[config.mk]
export PLATFORM = sky130hd
export DESIGN_NAME = vec_execute_stage_flat
export DESIGN_NICKNAME = d
export VERILOG_FILES = /design/src/rtl/vec_exec_pkg.sv /design/src/rtl/vec_execute_stage_if.sv /design/src/rtl/vec_lane_alu.sv /design/src/rtl/vec_execute_stage.sv /design/src/flat_wrapper.sv
export SDC_FILE = /design/constraint.sdc
export NUM_CORES = 1
export LEC_CHECK = 0
export ABC_CLOCK_PERIOD_IN_PS = 7120
export CORE_ASPECT_RATIO = 0.75
export CORE_MARGIN = 2
export CORE_UTILIZATION = 58
export CTS_BUF_LIST = sky130_fd_sc_hd__clkbuf_8
export DETAILED_ROUTE_END_ITERATION = 7
export GPL_TIMING_DRIVEN = 0
export PLACE_DENSITY = 0.8
export SLEW_MARGIN = 20
export SYNTH_ARGS = -nofsm -noshare
export SYNTH_HDL_FRONTEND = slang
export SYNTH_SLANG_ARGS = --single-unit
[constraint.sdc]
create_clock -name clk -period 7.12 [get_ports clk]
set_input_delay 2.136 -clock clk [delete_from_list [all_inputs] [get_ports clk]]
set_output_delay 2.136 -clock clk [all_outputs]
set_load 0.005 [all_outputs]
[src/rtl/vec_exec_pkg.sv]
// vec_exec_pkg: shared constants and helpers for the vector execute stage.
//   - default lane geometry (LANE_W x LANES) and scalar width
//   - opcode encodings, including the NOP/bubble opcode
//   - FSM state constants (IDLE / MUL)
//   - lane-ALU operation selects
//   - opcode classification helpers
package vec_exec_pkg;

   localparam int unsigned LANE_W_DEF   = 8;
   localparam int unsigned LANES_DEF    = 8;
   localparam int unsigned SCALAR_W_DEF = 32;

   localparam logic [4:0] OP_SADD  = 5'b00000;
   localparam logic [4:0] OP_SSUB  = 5'b00001;
   localparam logic [4:0] OP_SADDI = 5'b00010;
   localparam logic [4:0] OP_VADD  = 5'b00100;
   localparam logic [4:0] OP_VSUB  = 5'b00101;
   localparam logic [4:0] OP_VMUL  = 5'b01000;
   localparam logic [4:0] OP_VMULS = 5'b01001;
   localparam logic [4:0] OP_VSHL  = 5'b01010;
   localparam logic [4:0] OP_VXOR  = 5'b01011;
   localparam logic [4:0] OP_NOP   = 5'b11110;

   localparam logic [0:0] ST_IDLE = 1'b0;
   localparam logic [0:0] ST_MUL  = 1'b1;

   localparam logic [2:0] LOP_ADD = 3'd0;
   localparam logic [2:0] LOP_SUB = 3'd1;
   localparam logic [2:0] LOP_XOR = 3'd2;
   localparam logic [2:0] LOP_SHL = 3'd3;
   localparam logic [2:0] LOP_MUL = 3'd4;

   // Results of 001xx and 01xxx target the vector register file.
   function automatic logic is_vector_op(input logic [4:0] op);
      return (op[4:2] == 3'b001) || (op[4:3] == 2'b01);
   endfunction

   function automatic logic is_mul_op(input logic [4:0] op);
      return (op == OP_VMUL) || (op == OP_VMULS);
   endfunction

   // Opcodes that produce a result; everything else behaves as a bubble.
   function automatic logic is_defined_op(input logic [4:0] op);
      logic r;
      case (op)
         OP_SADD, OP_SSUB, OP_SADDI, OP_VADD, OP_VSUB,
         OP_VMUL, OP_VMULS, OP_VSHL, OP_VXOR: r = 1'b1;
         default:                             r = 1'b0;
      endcase
      return r;
   endfunction

endpackage

[src/rtl/vec_execute_stage_if.sv]
// vec_execute_stage_if: decode/execute register to execute stage bus.
//   master (upstream/decode side): drives flush, opcode, operands and wb_register;
//                                  receives stall and the registered result.
//   slave  (execute stage):        the reverse.
//   stall high = master must hold every input stable.
interface vec_execute_stage_if import vec_exec_pkg::*; #(
   parameter int unsigned LANE_W   = LANE_W_DEF,
   parameter int unsigned LANES    = LANES_DEF,
   parameter int unsigned SCALAR_W = SCALAR_W_DEF
) ();

   localparam int unsigned VEC_W = LANES * LANE_W;

   logic                flush;
   logic [4:0]          opcode;
   logic [SCALAR_W-1:0] reg1_data;
   logic [SCALAR_W-1:0] reg2_data;
   logic [7:0]          immediate;
   logic [VEC_W-1:0]    vec1_data;
   logic [VEC_W-1:0]    vec2_data;
   logic [2:0]          wb_register;

   logic                stall;
   logic                out_valid;
   logic                out_is_vector;
   logic [4:0]          out_opcode;
   logic [SCALAR_W-1:0] out_scalar;
   logic [VEC_W-1:0]    out_vector;
   logic [2:0]          out_wb_register;

   modport master (
      output flush, opcode, reg1_data, reg2_data, immediate, vec1_data, vec2_data, wb_register,
      input  stall, out_valid, out_is_vector, out_opcode, out_scalar, out_vector,
             out_wb_register
   );

   modport slave (
      input  flush, opcode, reg1_data, reg2_data, immediate, vec1_data, vec2_data, wb_register,
      output stall, out_valid, out_is_vector, out_opcode, out_scalar, out_vector,
             out_wb_register
   );

endinterface

[src/rtl/vec_lane_alu.sv]
// vec_lane_alu: combinational single-lane operation.
//   i_op     lane operation select (LOP_ADD/SUB/XOR/SHL/MUL)
//   i_a      lane operand A
//   i_b      lane operand B
//   i_shamt  left shift amount for LOP_SHL (zero fill)
//   o_res    lane result
// Build option VEC_EXEC_SAT_EN: add, sub and mul clamp unsigned to [0, 2^LANE_W-1];
// without it every result wraps modulo 2^LANE_W.
module vec_lane_alu import vec_exec_pkg::*; #(
   parameter int unsigned LANE_W = LANE_W_DEF
) (
   input  logic [2:0]        i_op,
   input  logic [LANE_W-1:0] i_a,
   input  logic [LANE_W-1:0] i_b,
   input  logic [2:0]        i_shamt,
   output logic [LANE_W-1:0] o_res
);

`ifdef VEC_EXEC_SAT_EN
   logic [LANE_W:0]     w_sum;
   logic [2*LANE_W-1:0] w_prod;

   assign w_sum  = {1'b0, i_a} + {1'b0, i_b};
   assign w_prod = {{LANE_W{1'b0}}, i_a} * {{LANE_W{1'b0}}, i_b};
`endif

   always_comb begin
      o_res = '0;
      case (i_op)
`ifdef VEC_EXEC_SAT_EN
         LOP_ADD: o_res = w_sum[LANE_W] ? '1 : w_sum[LANE_W-1:0];
         LOP_SUB: o_res = (i_a < i_b) ? '0 : (i_a - i_b);
         LOP_MUL: o_res = (|w_prod[2*LANE_W-1:LANE_W]) ? '1 : w_prod[LANE_W-1:0];
`else
         LOP_ADD: o_res = i_a + i_b;
         LOP_SUB: o_res = i_a - i_b;
         LOP_MUL: o_res = i_a * i_b;
`endif
         LOP_XOR: o_res = i_a ^ i_b;
         LOP_SHL: o_res = i_a << i_shamt;
         default: o_res = '0;
      endcase
   end

endmodule

[src/rtl/vec_execute_stage.sv]
// vec_execute_stage: execute stage of the vector CPU.
//   clk    rising-edge clock
//   reset  asynchronous active-low reset
//   bus    vec_execute_stage_if.slave: decoded instruction in, stall and registered result out
// Scalar and non-multiply vector ops complete in one cycle. VMUL/VMULS run one lane per
// cycle through a single shared lane ALU while stall holds the upstream register; the
// held instruction is consumed on the edge that computes the last lane.
// Build option VEC_EXEC_SAT_EN: unsigned per-lane saturation for VADD/VSUB/VMUL/VMULS.
module vec_execute_stage import vec_exec_pkg::*; #(
   parameter int unsigned LANE_W   = LANE_W_DEF,
   parameter int unsigned LANES    = LANES_DEF,
   parameter int unsigned SCALAR_W = SCALAR_W_DEF
) (
   input logic                clk,
   input logic                reset,
   vec_execute_stage_if.slave bus
);

   localparam int unsigned     VEC_W     = LANES * LANE_W;
   localparam int unsigned     CNT_W     = (LANES > 1) ? $clog2(LANES) : 1;
   localparam logic [CNT_W-1:0] LAST_LANE = CNT_W'(LANES - 1);

   logic [0:0]          r_state;
   logic [CNT_W-1:0]    r_lane_cnt;
   logic [VEC_W-1:0]    r_vec1;
   logic [VEC_W-1:0]    r_vec2;
   logic [VEC_W-1:0]    r_acc;
   logic [4:0]          r_opcode;
   logic [2:0]          r_wb;

   logic                r_out_valid;
   logic                r_out_is_vector;
   logic [4:0]          r_out_opcode;
   logic [SCALAR_W-1:0] r_out_scalar;
   logic [VEC_W-1:0]    r_out_vector;
   logic [2:0]          r_out_wb;

   logic                w_stall;
   logic [2:0]          w_par_op;
   logic [VEC_W-1:0]    w_par_res;
   logic [SCALAR_W-1:0] w_scalar;
   logic [LANE_W-1:0]   w_mul_a;
   logic [LANE_W-1:0]   w_mul_b;
   logic [LANE_W-1:0]   w_mul_res;
   logic [VEC_W-1:0]    w_acc_next;

   // ---------------- single-cycle datapath ----------------
   always_comb begin
      w_par_op = LOP_ADD;
      case (bus.opcode)
         OP_VSUB: w_par_op = LOP_SUB;
         OP_VXOR: w_par_op = LOP_XOR;
         OP_VSHL: w_par_op = LOP_SHL;
         default: w_par_op = LOP_ADD;
      endcase
   end

   for (genvar g = 0; g < LANES; g++) begin : g_lane
      vec_lane_alu #(
         .LANE_W (LANE_W)
      ) u_lane (
         .i_op    (w_par_op),
         .i_a     (bus.vec1_data[g*LANE_W +: LANE_W]),
         .i_b     (bus.vec2_data[g*LANE_W +: LANE_W]),
         .i_shamt (bus.immediate[2:0]),
         .o_res   (w_par_res[g*LANE_W +: LANE_W])
      );
   end

   always_comb begin
      w_scalar = '0;
      case (bus.opcode)
         OP_SADD:  w_scalar = bus.reg1_data + bus.reg2_data;
         OP_SSUB:  w_scalar = bus.reg1_data - bus.reg2_data;
         OP_SADDI: w_scalar = bus.reg1_data + {{(SCALAR_W-8){1'b0}}, bus.immediate};
         default:  w_scalar = '0;
      endcase
   end

   // ---------------- lane-serial multiply ----------------
   always_comb begin
      w_mul_a = '0;
      w_mul_b = '0;
      for (int i = 0; i < LANES; i++) begin
         if (r_lane_cnt == CNT_W'(i)) begin
            w_mul_a = r_vec1[i*LANE_W +: LANE_W];
            w_mul_b = r_vec2[i*LANE_W +: LANE_W];
         end
      end
   end

   vec_lane_alu #(
      .LANE_W (LANE_W)
   ) u_mul_lane (
      .i_op    (LOP_MUL),
      .i_a     (w_mul_a),
      .i_b     (w_mul_b),
      .i_shamt (3'd0),
      .o_res   (w_mul_res)
   );

   // Accumulator with the current lane merged in; on the last lane this is the full result.
   always_comb begin
      w_acc_next = r_acc;
      for (int i = 0; i < LANES; i++) begin
         if (r_lane_cnt == CNT_W'(i)) begin
            w_acc_next[i*LANE_W +: LANE_W] = w_mul_res;
         end
      end
   end

   // ---------------- stall ----------------
   always_comb begin
      w_stall = 1'b0;
      if (reset) begin
         if (r_state == ST_IDLE) begin
            w_stall = is_mul_op(bus.opcode);
         end else begin
            w_stall = (r_lane_cnt != LAST_LANE);
         end
      end
   end

   // ---------------- state and result registers ----------------
   always_ff @(posedge clk or negedge reset) begin
      if (!reset) begin
         r_state         <= ST_IDLE;
         r_lane_cnt      <= '0;
         r_vec1          <= '0;
         r_vec2          <= '0;
         r_acc           <= '0;
         r_opcode        <= OP_NOP;
         r_wb            <= '0;
         r_out_valid     <= 1'b0;
         r_out_is_vector <= 1'b0;
         r_out_opcode    <= OP_NOP;
         r_out_scalar    <= '0;
         r_out_vector    <= '0;
         r_out_wb        <= '0;
      end else if (bus.flush) begin
         // Abort wins over any start or completion; the partial accumulator is dropped.
         r_state     <= ST_IDLE;
         r_lane_cnt  <= '0;
         r_out_valid <= 1'b0;
      end else if (r_state == ST_IDLE) begin
         if (is_mul_op(bus.opcode)) begin
            r_state     <= ST_MUL;
            r_lane_cnt  <= '0;
            r_acc       <= '0;
            r_vec1      <= bus.vec1_data;
            // VMULS: broadcast the scalar's low lane so both forms share one datapath.
            r_vec2      <= (bus.opcode == OP_VMULS) ? {LANES{bus.reg1_data[LANE_W-1:0]}}
                                                    : bus.vec2_data;
            r_opcode    <= bus.opcode;
            r_wb        <= bus.wb_register;
            r_out_valid <= 1'b0;
         end else if (is_defined_op(bus.opcode)) begin
            r_out_valid     <= 1'b1;
            r_out_is_vector <= is_vector_op(bus.opcode);
            r_out_opcode    <= bus.opcode;
            r_out_wb        <= bus.wb_register;
            if (is_vector_op(bus.opcode)) begin
               r_out_vector <= w_par_res;
            end else begin
               r_out_scalar <= w_scalar;
            end
         end else begin
            r_out_valid <= 1'b0;
         end
      end else begin
         r_acc <= w_acc_next;
         if (r_lane_cnt == LAST_LANE) begin
            r_state         <= ST_IDLE;
            r_lane_cnt      <= '0;
            r_out_valid     <= 1'b1;
            r_out_is_vector <= 1'b1;
            r_out_opcode    <= r_opcode;
            r_out_wb        <= r_wb;
            r_out_vector    <= w_acc_next;
         end else begin
            r_lane_cnt  <= r_lane_cnt + CNT_W'(1);
            r_out_valid <= 1'b0;
         end
      end
   end

   assign bus.stall           = w_stall;
   assign bus.out_valid       = r_out_valid;
   assign bus.out_is_vector   = r_out_is_vector;
   assign bus.out_opcode      = r_out_opcode;
   assign bus.out_scalar      = r_out_scalar;
   assign bus.out_vector      = r_out_vector;
   assign bus.out_wb_register = r_out_wb;

endmodule

[src/flat_wrapper.sv]
// flat-port wrapper written by rule: the top's interface ports become plain ports
module vec_execute_stage_flat import vec_exec_pkg::*;
#(
   parameter int unsigned LANE_W   = LANE_W_DEF,
   parameter int unsigned LANES    = LANES_DEF,
   parameter int unsigned SCALAR_W = SCALAR_W_DEF
)
  (clk, reset, bus_flush, bus_opcode, bus_reg1_data, bus_reg2_data, bus_immediate, bus_vec1_data, bus_vec2_data, bus_wb_register, bus_stall, bus_out_valid, bus_out_is_vector, bus_out_opcode, bus_out_scalar, bus_out_vector, bus_out_wb_register);
  vec_execute_stage_if #(.LANE_W(LANE_W), .LANES(LANES), .SCALAR_W(SCALAR_W)) bus_i ();
  input logic clk;
  input logic reset;
  input wire logic [$bits(bus_i.flush)-1:0] bus_flush;
  input wire logic [$bits(bus_i.opcode)-1:0] bus_opcode;
  input wire logic [$bits(bus_i.reg1_data)-1:0] bus_reg1_data;
  input wire logic [$bits(bus_i.reg2_data)-1:0] bus_reg2_data;
  input wire logic [$bits(bus_i.immediate)-1:0] bus_immediate;
  input wire logic [$bits(bus_i.vec1_data)-1:0] bus_vec1_data;
  input wire logic [$bits(bus_i.vec2_data)-1:0] bus_vec2_data;
  input wire logic [$bits(bus_i.wb_register)-1:0] bus_wb_register;
  output wire logic [$bits(bus_i.stall)-1:0] bus_stall;
  output wire logic [$bits(bus_i.out_valid)-1:0] bus_out_valid;
  output wire logic [$bits(bus_i.out_is_vector)-1:0] bus_out_is_vector;
  output wire logic [$bits(bus_i.out_opcode)-1:0] bus_out_opcode;
  output wire logic [$bits(bus_i.out_scalar)-1:0] bus_out_scalar;
  output wire logic [$bits(bus_i.out_vector)-1:0] bus_out_vector;
  output wire logic [$bits(bus_i.out_wb_register)-1:0] bus_out_wb_register;
  assign bus_i.flush = bus_flush;
  assign bus_i.opcode = bus_opcode;
  assign bus_i.reg1_data = bus_reg1_data;
  assign bus_i.reg2_data = bus_reg2_data;
  assign bus_i.immediate = bus_immediate;
  assign bus_i.vec1_data = bus_vec1_data;
  assign bus_i.vec2_data = bus_vec2_data;
  assign bus_i.wb_register = bus_wb_register;
  assign bus_stall = bus_i.stall;
  assign bus_out_valid = bus_i.out_valid;
  assign bus_out_is_vector = bus_i.out_is_vector;
  assign bus_out_opcode = bus_i.out_opcode;
  assign bus_out_scalar = bus_i.out_scalar;
  assign bus_out_vector = bus_i.out_vector;
  assign bus_out_wb_register = bus_i.out_wb_register;
  vec_execute_stage #(.LANE_W(LANE_W), .LANES(LANES), .SCALAR_W(SCALAR_W)) u_core (.clk(clk), .reset(reset), .bus(bus_i));
endmodule
==> flow_summary_export.csv <==
group,metric,value,unit
die,die_x,239,um
global_routing,grt_pass1_vias,25700,
global_routing,grt_pass1_wl,164000,um
routing,drt_iter0_drc,4958,
die,start_util,58.8,%
synthesis,yosys_warnings,0,
finish,postLayoutCellArea,29100,um2
worst_setup_path,crit_type,"input port to register",
synthesis,syn_area,24000,um2
synthesis,yosys.cell_count.top_type,"nand2_1",
routing,vias_per_cell,7.04,
synthesis,postSynthCellCount,2882,
synthesis,yosysTopAreaCell,"dfrtp_1",
global_routing,grt_usage,51.3,%
synthesis,synth_area_leaders,"dfrtp_1, nand2_1, ha_1",
synthesis,muxShareOfSynthArea,6.32,%
synthesis,synth_seq_cells,309,
synthesis,synth_compound_area_share,25.0,%
finish,drive_above_1_share,7.49,%
sta,slew_headroom,26.7,%
pwr,power.density,238,nW/um2
sta,clock_skew,0.0299,ns
run,maxCapViolCount,0,
routing,detail-route-antenna-nets,0,
global_routing,grt.overflow.total,0,
sta,fin_crit_sh,99.0,%
synthesis,synth_area_per_cell,8.34,um2
status,status,"completed",
sta,hold_viol_final,0,
die,rows,64,
cts,clk_latency,0.65,ns
synthesis,syn_nets,3232,
pwr,peakVddDrop,0.168,mV
finish,synthToLayoutAreaGrowth,21.1,%
worst_setup_path,critPathMaxFanout,10,
worst_setup_path,critical_path.top_delay_family,"buffers and inverters",
global_routing,grt_antenna_before_repair,7,
routing,routedWlPerCell,29.4,um
cts,cts.root.buffer_cell,"clkbuf_8",
routing,firstDrtPassIters,7,
worst_setup_path,cpPeakStageDelay,0.74,ns
finish,fin_nets,3598,
cts,numCtsBuffers,50,
worst_setup_path,startpoint_type,"input port",
place,gp_congestion,1.20,
die,die_area,43100,um2
pwr,power,6.92,mW
pwr,cellLeakagePower,12.7,nW
sta,tightest_slew,1.10,ns
synthesis,synth-adder-area-share,7.90,%
worst_setup_path,cp.arrival,7.56,ns
routing,drc,0,
place,pre_cts_slack,-0.687,ns
synthesis,ys_seq_area_share,32.2,%
global_routing,grt_max_degree,91,
cts,htreeDepth,2,
synthesis,synth-xor-area-share,7.56,%
routing,drt-total-wl,112000,um
worst_setup_path,worstSetupPathDepth,18,
hold_path,hold_path.class,"register to register",
die,ios,318,
sta,setup_viol,0,
hold_path,min_delay_path_depth,1,
sta,tns,0,ns
synthesis,synthSimpleGateAreaFrac,15.8,%
synthesis,synth.distinct_cells,91,
synthesis,synth_flop_cell,"dfrtp_1",
finish,num-fill-cells,3113,
synthesis,synth.top_cell.area_share,31.4,%
sta,period_needed,7.05,ns
worst_setup_path,crit_slowest_cell,"buf_1",
cts,cts.clk_slew.worst_paths,0.07,ns
die,core-area,40800,um2
sta,worst_slack,0.0722,ns
sta,maxSlewViolCount,0,
cts,cts.sinks,309,
place,io_buffers,305,
worst_setup_path,reg2reg_depth,31,
cts,clockBufferDepth,3,
synthesis,yosys-top-cells-count,"nand2_1, dfrtp_1, o21ai_0",
die,die_h,180,um
worst_setup_path,cp-end-kind,"register",
routing,num_vias,26900,
synthesis,async_reset_ff_share,100,%
worst_setup_path,worst-path-buf-inv,5,
worst_setup_path,critPathRequiredTime,7.63,ns
synthesis,synth_edf_count,0,
synthesis,synth_top_family_by_area,"compound AO/OA/AOI/OAI gates",
sta,fmax,0.142,GHz
worst_setup_path,crit_chain,"clkbuf_1 -> buf_1 -> buf_1 -> clkbuf_2 -> nand2_1 -> o21ai_0 -> ha_1 -> inv_1 -> fa_1 -> nor2b_4 -> o31a_1 -> or4_1 -> a31oi_2 -> o2111ai_2 -> nand4_1 -> a41oi_1 -> or4_1 -> nand3_1",
place,dpl_cell_area,27900,um2
place,hpwl,86600,um
cts,cts_tree,"yes",
## flip-flops by register name, summed over array words and instances, names as in the netlist
name,cells
u_core.bus.out_vector,64
u_core.r_vec1,64
u_core.r_vec2,64
u_core.r_acc,63
u_core.bus.out_scalar,32
u_core.bus.out_opcode,5
u_core.r_opcode,5
u_core.bus.out_wb_register,3
u_core.r_lane_cnt,3
u_core.r_wb,3
u_core.bus.out_is_vector,1
u_core.bus.out_valid,1
u_core.r_state,1
## where the power goes
part	switching, mW	leakage (nW)	internal, mW
Sequential	0.337	3.92	2.16
Combinational	1.63	8.16	1.21
Clock	0.816	0.576	0.772
## worst paths after layout
kind	start	end	slack [ns]
setup / recovery	bus_immediate[0]	u_core.bus.out_scalar[28]	0.07
hold reg to reg	u_core.bus.out_vector[35]	u_core.bus.out_vector[35]	0.48
hold / removal	u_core.bus.out_vector[35]	u_core.bus.out_vector[35]	0.48
max in group asynchronous	reset	u_core.bus.out_opcode[1]	4.36
min in group asynchronous	reset	u_core.bus.out_vector[21]	1.48
setup reg to reg	u_core.r_lane_cnt[2]	u_core.r_acc[39]	0.21
## metrics by stage
stage	std cells	hold WS, ns	util, %
after floorplan	2882	0.441	-
after global routing	3816	0.497	71.2
after CTS	3809	0.479	70.8
after detailed placement	3719	0.466	68.2
final	3822	0.477	71.2
after global placement	3715	0.456	67.9
## placed cells by master (no fill, tap or decap), drive strengths merged, types with 58 or more instances in the layout
cell type	instances
nand2	403
inv	144
nor2	155
a21oi	206
a21o	58
o21ai	297
dfrtp	301
mux2i	77
xnor2	123
ha	118
clkbuf	219
xor2	79
clkdlybuf4s50	304
mux2	66
## per-layer routing
layer / up-vias / routed length (um) / GRT usage (%)
met4: 14 / 8250 / 30.6
met3: 570 / 20000 / 25.2
met1: 12600 / 41200 / 67.3
met5: - / 316 / 0.449
li1: 11000 / - / -
met2: 2666 / 42600 / 67.0
## cell type report
class | instances | area, um2 | area share (%)
diodes | 9 | 22.5 | 0.0774
plain buffers | 204 | 828 | 2.85
clock buffers | 57 | 785 | 2.70
clock inverters | 32 | 178 | 0.611
inverters | 123 | 467 | 1.60
multi-input cells | 2245 | 15200 | 52.3
flip-flops and latches | 309 | 7740 | 26.6
well taps | 528 | 661 | 2.27
repair buffers | 315 | 3200 | 11.0
## logic make-up after synthesis
group           count (synthesis)
xor+xnor                      204
compound gates                939
flops                         309
simple gates                  820
mux                           143
fa+ha+maj                     139
buf+inv                       328
## timing repair
item / CTS / global route
hold buffers: 0 / 0
pin swaps: 2 / 10
gates cloned: 0 / 0
resized for setup: 16 / 30
setup endpoints to repair: 39 / 44
setup buffers: 2 / 3
(Power assumes the default switching activity.)
